$ cat src/rtl/lcd_cmd_feeder.sv
// Command feeder for the 8x8 LCD image controller: buffers host commands in a FIFO,
// issues them one at a time under the controller's busy flag, and shadows the cursor.
module lcd_cmd_feeder #(
  parameter int DEPTH   = 8,
  parameter int ADDR_W  = 3,
  parameter int GAP_CYC = 1
) (
  input  logic              clk,
  input  logic              reset,
  input  logic [2:0]        host_cmd,
  input  logic              host_valid,
  output logic              host_ready,
  input  logic              busy,
  input  logic              done,
  output logic [2:0]        cmd,
  output logic              cmd_valid,
  output logic [ADDR_W:0]   fifo_count,
  output logic [2:0]        cur_x,
  output logic [2:0]        cur_y,
  output logic [7:0]        issued_cnt,
  output logic              overflow,
  output logic              seq_done
);

  localparam int GAP_W = (GAP_CYC < 2) ? 1 : $clog2(GAP_CYC + 1);

  localparam logic [ADDR_W:0]   DEPTH_C  = (ADDR_W + 1)'(DEPTH);
  localparam logic [ADDR_W:0]   CNT_ZERO = (ADDR_W + 1)'(0);
  localparam logic [ADDR_W:0]   CNT_ONE  = (ADDR_W + 1)'(1);
  localparam logic [ADDR_W-1:0] PTR_ZERO = ADDR_W'(0);
  localparam logic [ADDR_W-1:0] PTR_ONE  = ADDR_W'(1);
  localparam logic [GAP_W-1:0]  GAP_ZERO = GAP_W'(0);
  localparam logic [GAP_W-1:0]  GAP_ONE  = GAP_W'(1);
  localparam logic [GAP_W-1:0]  GAP_LOAD = GAP_W'(GAP_CYC);

  localparam logic [2:0] CMD_WRITE = 3'd0;
  localparam logic [2:0] CMD_UP    = 3'd1;
  localparam logic [2:0] CMD_DOWN  = 3'd2;
  localparam logic [2:0] CMD_LEFT  = 3'd3;
  localparam logic [2:0] CMD_RIGHT = 3'd4;
  localparam logic [2:0] POS_MIN   = 3'd0;
  localparam logic [2:0] POS_MAX   = 3'd6;
  localparam logic [2:0] POS_HOME  = 3'd3;

  typedef enum logic [1:0] {
    ST_IDLE   = 2'd0,
    ST_GAP    = 2'd1,
    ST_DRAIN  = 2'd2,
    ST_FINISH = 2'd3
  } state_t;

  // Cursor moves clamp at the 0..6 window; non-motion commands leave it alone.
  function automatic logic [5:0] step_cursor(input logic [2:0] c,
                                             input logic [2:0] x,
                                             input logic [2:0] y);
    logic [2:0] nx;
    logic [2:0] ny;
    nx = x;
    ny = y;
    case (c)
      CMD_UP:    if (y > POS_MIN) ny = y - 3'd1; else ny = y;
      CMD_DOWN:  if (y < POS_MAX) ny = y + 3'd1; else ny = y;
      CMD_LEFT:  if (x > POS_MIN) nx = x - 3'd1; else nx = x;
      CMD_RIGHT: if (x < POS_MAX) nx = x + 3'd1; else nx = x;
      default: begin
        nx = x;
        ny = y;
      end
    endcase
    return {nx, ny};
  endfunction

  state_t              state_r, state_s;
  logic [2:0]          mem_r [DEPTH];
  logic [ADDR_W-1:0]   wr_ptr_r, wr_ptr_s;
  logic [ADDR_W-1:0]   rd_ptr_r, rd_ptr_s;
  logic [ADDR_W:0]     count_r, count_s;
  logic [GAP_W-1:0]    gap_cnt_r, gap_cnt_s;
  logic [2:0]          cmd_r, cmd_s;
  logic                cmd_valid_r, cmd_valid_s;
  logic [2:0]          cur_x_r, cur_y_r;
  logic [5:0]          cursor_s;
  logic [7:0]          issued_cnt_r, issued_cnt_s;
  logic                overflow_r, overflow_s;
  logic                seq_done_r, seq_done_s;

  logic                ready_s;
  logic                push_s;
  logic                pop_s;
  logic                flush_s;
  logic [2:0]          head_s;

  // Ready uses the pre-pop count, so a full FIFO refuses even on a popping edge.
  assign ready_s = (count_r < DEPTH_C) && ((state_r == ST_IDLE) || (state_r == ST_GAP));
  assign push_s  = host_valid && ready_s;
  assign head_s  = mem_r[rd_ptr_r];

  // Next-state logic: issue decision, gap countdown, drain and finish handling.
  always_comb begin
    state_s   = state_r;
    gap_cnt_s = gap_cnt_r;
    pop_s     = 1'b0;
    flush_s   = 1'b0;
    case (state_r)
      ST_IDLE: begin
        if ((count_r != CNT_ZERO) && !busy) begin
          pop_s = 1'b1;
          if (head_s == CMD_WRITE) begin
            state_s = ST_DRAIN;
          end else begin
            state_s   = ST_GAP;
            gap_cnt_s = GAP_LOAD;
          end
        end else begin
          state_s = ST_IDLE;
        end
      end
      ST_GAP: begin
        if (gap_cnt_r != GAP_ZERO) begin
          gap_cnt_s = gap_cnt_r - GAP_ONE;
        end else begin
          gap_cnt_s = GAP_ZERO;
        end
        if (gap_cnt_r <= GAP_ONE) begin
          state_s = ST_IDLE;
        end else begin
          state_s = ST_GAP;
        end
      end
      ST_DRAIN: begin
        if (done) begin
          state_s = ST_FINISH;
          flush_s = 1'b1;
        end else begin
          state_s = ST_DRAIN;
        end
      end
      ST_FINISH: begin
        state_s = ST_FINISH;
        flush_s = 1'b1;
      end
      default: begin
        state_s = ST_IDLE;
      end
    endcase
  end

  // Datapath next values: FIFO bookkeeping, issue strobe, cursor and counters.
  always_comb begin
    count_s  = count_r;
    wr_ptr_s = wr_ptr_r;
    rd_ptr_s = rd_ptr_r;
    if (flush_s) begin
      count_s  = CNT_ZERO;
      wr_ptr_s = PTR_ZERO;
      rd_ptr_s = PTR_ZERO;
    end else begin
      case ({push_s, pop_s})
        2'b10:   count_s = count_r + CNT_ONE;
        2'b01:   count_s = count_r - CNT_ONE;
        default: count_s = count_r;
      endcase
      if (push_s) wr_ptr_s = wr_ptr_r + PTR_ONE; else wr_ptr_s = wr_ptr_r;
      if (pop_s)  rd_ptr_s = rd_ptr_r + PTR_ONE; else rd_ptr_s = rd_ptr_r;
    end

    cmd_valid_s = pop_s;
    if (pop_s) begin
      cmd_s    = head_s;
      cursor_s = step_cursor(head_s, cur_x_r, cur_y_r);
    end else begin
      cmd_s    = cmd_r;
      cursor_s = {cur_x_r, cur_y_r};
    end

    if (pop_s && (issued_cnt_r != 8'hFF)) begin
      issued_cnt_s = issued_cnt_r + 8'd1;
    end else begin
      issued_cnt_s = issued_cnt_r;
    end

    overflow_s = overflow_r | (host_valid & (count_r == DEPTH_C));
    seq_done_s = (state_s == ST_FINISH);
  end

  // State and output registers.
  always_ff @(posedge clk) begin
    if (reset) begin
      state_r      <= ST_IDLE;
      wr_ptr_r     <= PTR_ZERO;
      rd_ptr_r     <= PTR_ZERO;
      count_r      <= CNT_ZERO;
      gap_cnt_r    <= GAP_ZERO;
      cmd_r        <= 3'd0;
      cmd_valid_r  <= 1'b0;
      cur_x_r      <= POS_HOME;
      cur_y_r      <= POS_HOME;
      issued_cnt_r <= 8'd0;
      overflow_r   <= 1'b0;
      seq_done_r   <= 1'b0;
    end else begin
      state_r      <= state_s;
      wr_ptr_r     <= wr_ptr_s;
      rd_ptr_r     <= rd_ptr_s;
      count_r      <= count_s;
      gap_cnt_r    <= gap_cnt_s;
      cmd_r        <= cmd_s;
      cmd_valid_r  <= cmd_valid_s;
      cur_x_r      <= cursor_s[5:3];
      cur_y_r      <= cursor_s[2:0];
      issued_cnt_r <= issued_cnt_s;
      overflow_r   <= overflow_s;
      seq_done_r   <= seq_done_s;
    end
  end

  // FIFO storage.
  always_ff @(posedge clk) begin
    if (reset) begin
      for (int i = 0; i < DEPTH; i++) mem_r[i] <= 3'd0;
    end else if (push_s) begin
      mem_r[wr_ptr_r] <= host_cmd;
    end else begin
      mem_r[wr_ptr_r] <= mem_r[wr_ptr_r];
    end
  end

  assign host_ready = ready_s;
  assign cmd        = cmd_r;
  assign cmd_valid  = cmd_valid_r;
  assign fifo_count = count_r;
  assign cur_x      = cur_x_r;
  assign cur_y      = cur_y_r;
  assign issued_cnt = issued_cnt_r;
  assign overflow   = overflow_r;
  assign seq_done   = seq_done_r;

endmodule

$ cat config.mk
export PLATFORM = sky130hd
export DESIGN_NAME = lcd_cmd_feeder
export DESIGN_NICKNAME = d
export VERILOG_FILES = /design/src/rtl/lcd_cmd_feeder.sv
export SDC_FILE = /design/constraint.sdc
export NUM_CORES = 1
export LEC_CHECK = 0
export ABC_AREA = 1
export BUFFER_PORTS_ARGS = -buffer_cell sky130_fd_sc_hd__buf_2
export CAP_MARGIN = 20
export CORE_ASPECT_RATIO = 1.1
export CORE_MARGIN = 1
export CORE_UTILIZATION = 44
export DETAILED_ROUTE_END_ITERATION = 6
export SYNTH_ARGS = -nofsm -noshare
export SYNTH_HDL_FRONTEND = slang
export SYNTH_SLANG_ARGS = --single-unit
$ cat constraint.sdc
create_clock -name clk -period 3.1 [get_ports clk]
set_clock_uncertainty 0.1 [all_clocks]
set_input_delay 0 -clock clk [delete_from_list [all_inputs] [get_ports clk]]
set_output_delay 0 -clock clk [all_outputs]
set_load 0.02 [all_outputs]
==> run metrics <==
initial antenna violation count=0; clock root cell=clkbuf_8; hold crit path type=in -> reg; Remaining Overflow, GRT=0; WL met2=3.01 mm; die height=88.3 microns; row cnt=31; YS warnings=0; GRT Total Usage=0.195; R2R Setup Slk=0.76 ns; Crit path required time=3.23 ns; Starting Density=0.454; Synth Register Bits=59; CP Capture Type=flop; DIE AREA=0.00710 sq mm; Gate power share=0.419; Max VDD drop=0.000449 V; WL per Instance=12.2 microns; CP max FO=13; Max Buffers Root-to-Sink=2; Remaining DRCs=0; WL met3=234 microns; first-pass GRT wire length=10.3 mm; Post-Synthesis Cells=386; Slew Limit Fails=0; Detailed Route WL=6.29 mm; clock share of power=0.199; minimum clock period=2.34 ns; core box area=0.00656 sq mm; final non-filler cell total=516; Inserted Clock Buffers=9; DRT Pass-1 Iters=4; DR vias/cell=4.87; post-synth cell types=31; pwr/cell area=844 mW/mm^2; Final setup viols=0; Post-CTS Setup Bufs=0; RSZ-0062 raised after global routing=no; Highest Clock Rate=427 MHz; cell-internal power=1640 uW; synthesized area=0.00298 sq mm; layout cells sized above 1=0.154; Worst slew margin=0.684; Detailed Place HPWL=4.53 mm; Top Metal Used=met4; Final Net Count=444; status=completed; Ports=33; TritonCTS clock tree=yes; hold_sp=host_cmd[2]; placed insts=495; WS Path Type=reg -> reg; Buffers on Ports=32; final period utilization=0.756; # Max-Cap Violations=0; antenna viol nets, final=0; vias in the first global route=2285; Die Wd=80.4 microns; Final Hold Viols=0; Syn Nets=401; detailed-route via count=2514; final setup TNS=0 ns; Sw Share=0.432; Metal-1 WL=2.94 mm; syn avg cell area=7.71 sq um; H-tree level count=3; sinks on the clock net=59; Ant. Diodes=0; post-synthesis sequential area ratio=0.478; sequential share of power=0.382; Psw=1240 uW; Worst-Skew Late Latency=0.33 ns; area delta synth->final=14.7%; GP Congestion=0.893; Worst Tran Pin Value=0.469 ns; Clock transition at path regs=0.07 ns; Setup crit start kind=flop; DR iter-0 viols=118; static leakage=0.00161 uW; Worst Path Arrival=2.47 ns; largest net degree at the start of global routing=23
-- layout make-up --
type / count / area, sq um
well taps: 82 / 103
inverters: 60 / 225
multi-input cells: 260 / 1290
fillers: 661 / 3140
flip-flops and latches: 59 / 1420
repair buffers: 39 / 225
clock buffers: 12 / 135
clock inverters: 4 / 17.5
-- cell families (layout without fill, tap and decap cells) --
| kind of cell | after synthesis | in the layout | synth area share |
|---|---|---|---|
| buffers and inverters | 67 | 115 | 0.0904 |
| XOR/XNOR | 3 | 3 | 0.00883 |
| adder cells (fa/ha/maj) | 7 | 7 | 0.0345 |
| AND/OR/NAND/NOR | 209 | 209 | 0.317 |
| AO/OA/AOI/OAI | 41 | 41 | 0.0723 |
| flip-flops | 59 | 59 | 0.478 |
-- registers in the layout, indices dropped and copies added (netlist names), named ones only --
| name | count |
|---|---|
| cur_x | 3 |
| rd_ptr_r | 3 |
| fifo_count | 4 |
| cmd_valid | 1 |
| state_r | 2 |
| cmd | 3 |
| seq_done | 1 |
| mem_r | 24 |
| cur_y | 3 |
| issued_cnt | 8 |
| wr_ptr_r | 3 |
| overflow | 1 |
-- power groups by stage --
stage	combinational [uW]	clock, uW	sequential [uW]
final	1210	575	1100
after global routing	1380	617	1120
after CTS	1210	591	1100
after detailed placement	1200	0	1120
after global placement	1190	0	1110
after floorplan	872	0	1170
-- cells in the mapped netlist --
master     n  area (sq um)
nand2_2    9          56.3
nor3b_1    1          7.51
nor4_1     3          18.8
buf_2      2          10.0
or2_0      1          6.26
edfxtp_1  24           721
nand3_1   35           175
inv_1     58           218
a21oi_1   23           115
nand2_4    1          11.3
a31o_2     2          17.5
dfxtp_1   35           701
ha_1       5          62.6
inv_2      2          7.51
o21ai_0   15          75.1
or2_2      1          6.26
nand2_1   91           342
nor3_1     4          20.0
xnor2_1    1          8.76
nand3_2    4          40.0
or2_1      1          6.26
buf_6      2          22.5
and3_1     1          6.26
a211oi_1   1          7.51
nor2_1    48           180
nor2_4     2          22.5
fa_1       2          40.0
nand4_1    6          37.5
nor2_2     1          6.26
clkbuf_1   3          11.3
xor2_1     2          17.5
-- worst max-delay path, stage by stage, from the launching register on --
cell and delay [ns]:
dfxtp_1 0.42, inv_2 0.23, nand2_1 0.09, nand3_1 0.10
nand3_1 0.11, nand2_2 0.14, nand2_2 0.08, inv_1 0.09
nand2_1 0.09, fa_1 0.39, inv_1 0.07, nand2_1 0.06
nand2_1 0.08, nand3_1 0.08, nand2_1 0.06, nor2_1 0.04
-- metrics by stage --
| stage | instance area, sq um | setup WS (ns) | total power (uW) | util | hold WS (ns) |
|---|---|---|---|---|---|
| after floorplan | 2980 | 0.870 | 2040 | - | 0.0683 |
| after global placement | 3210 | 0.857 | 2300 | 0.490 | 0.199 |
| after detailed placement | 3210 | 0.802 | 2320 | 0.490 | 0.202 |
| after CTS | 3410 | 0.779 | 2900 | 0.521 | 0.0149 |
| after global routing | 3410 | 0.502 | 3120 | 0.521 | 0.0365 |
| final | 3410 | 0.757 | 2880 | 0.521 | 0.0155 |
-- repair_timing --
action,4_1_cts,5_1_grt
endpoints found under the hold margin,8,0
gates resized for setup,0,0
hold buffers,5,0
-- worst paths after layout --
check / endpoint / cells past startpoint
worst max register to register: cur_x[2] / 15
worst min register to register: issued_cnt[4] / 2
worst min-delay path: mem_r[7][2] / 3
worst max-delay path: cur_x[2] / 15
-- cell usage in the layout (no fill, tap or decap), types with 5 or more instances in the layout --
master	n
dfxtp_1	35
nor2_1	48
edfxtp_1	24
nand2_2	9
clkbuf_8	9
a21oi_1	23
o21ai_0	15
nand3_1	35
nand4_1	6
buf_2	32
inv_1	58
ha_1	5
nand2_1	91
dlygate4sd3_1	5
-- metal layers --
layer  global-route usage  up-vias
li1                     -     1330
met1                0.245     1129
met2                0.320       46
met3               0.0515        9
met4               0.0779        0
met5                    0        -
Power figures use the tool's default switching activity.
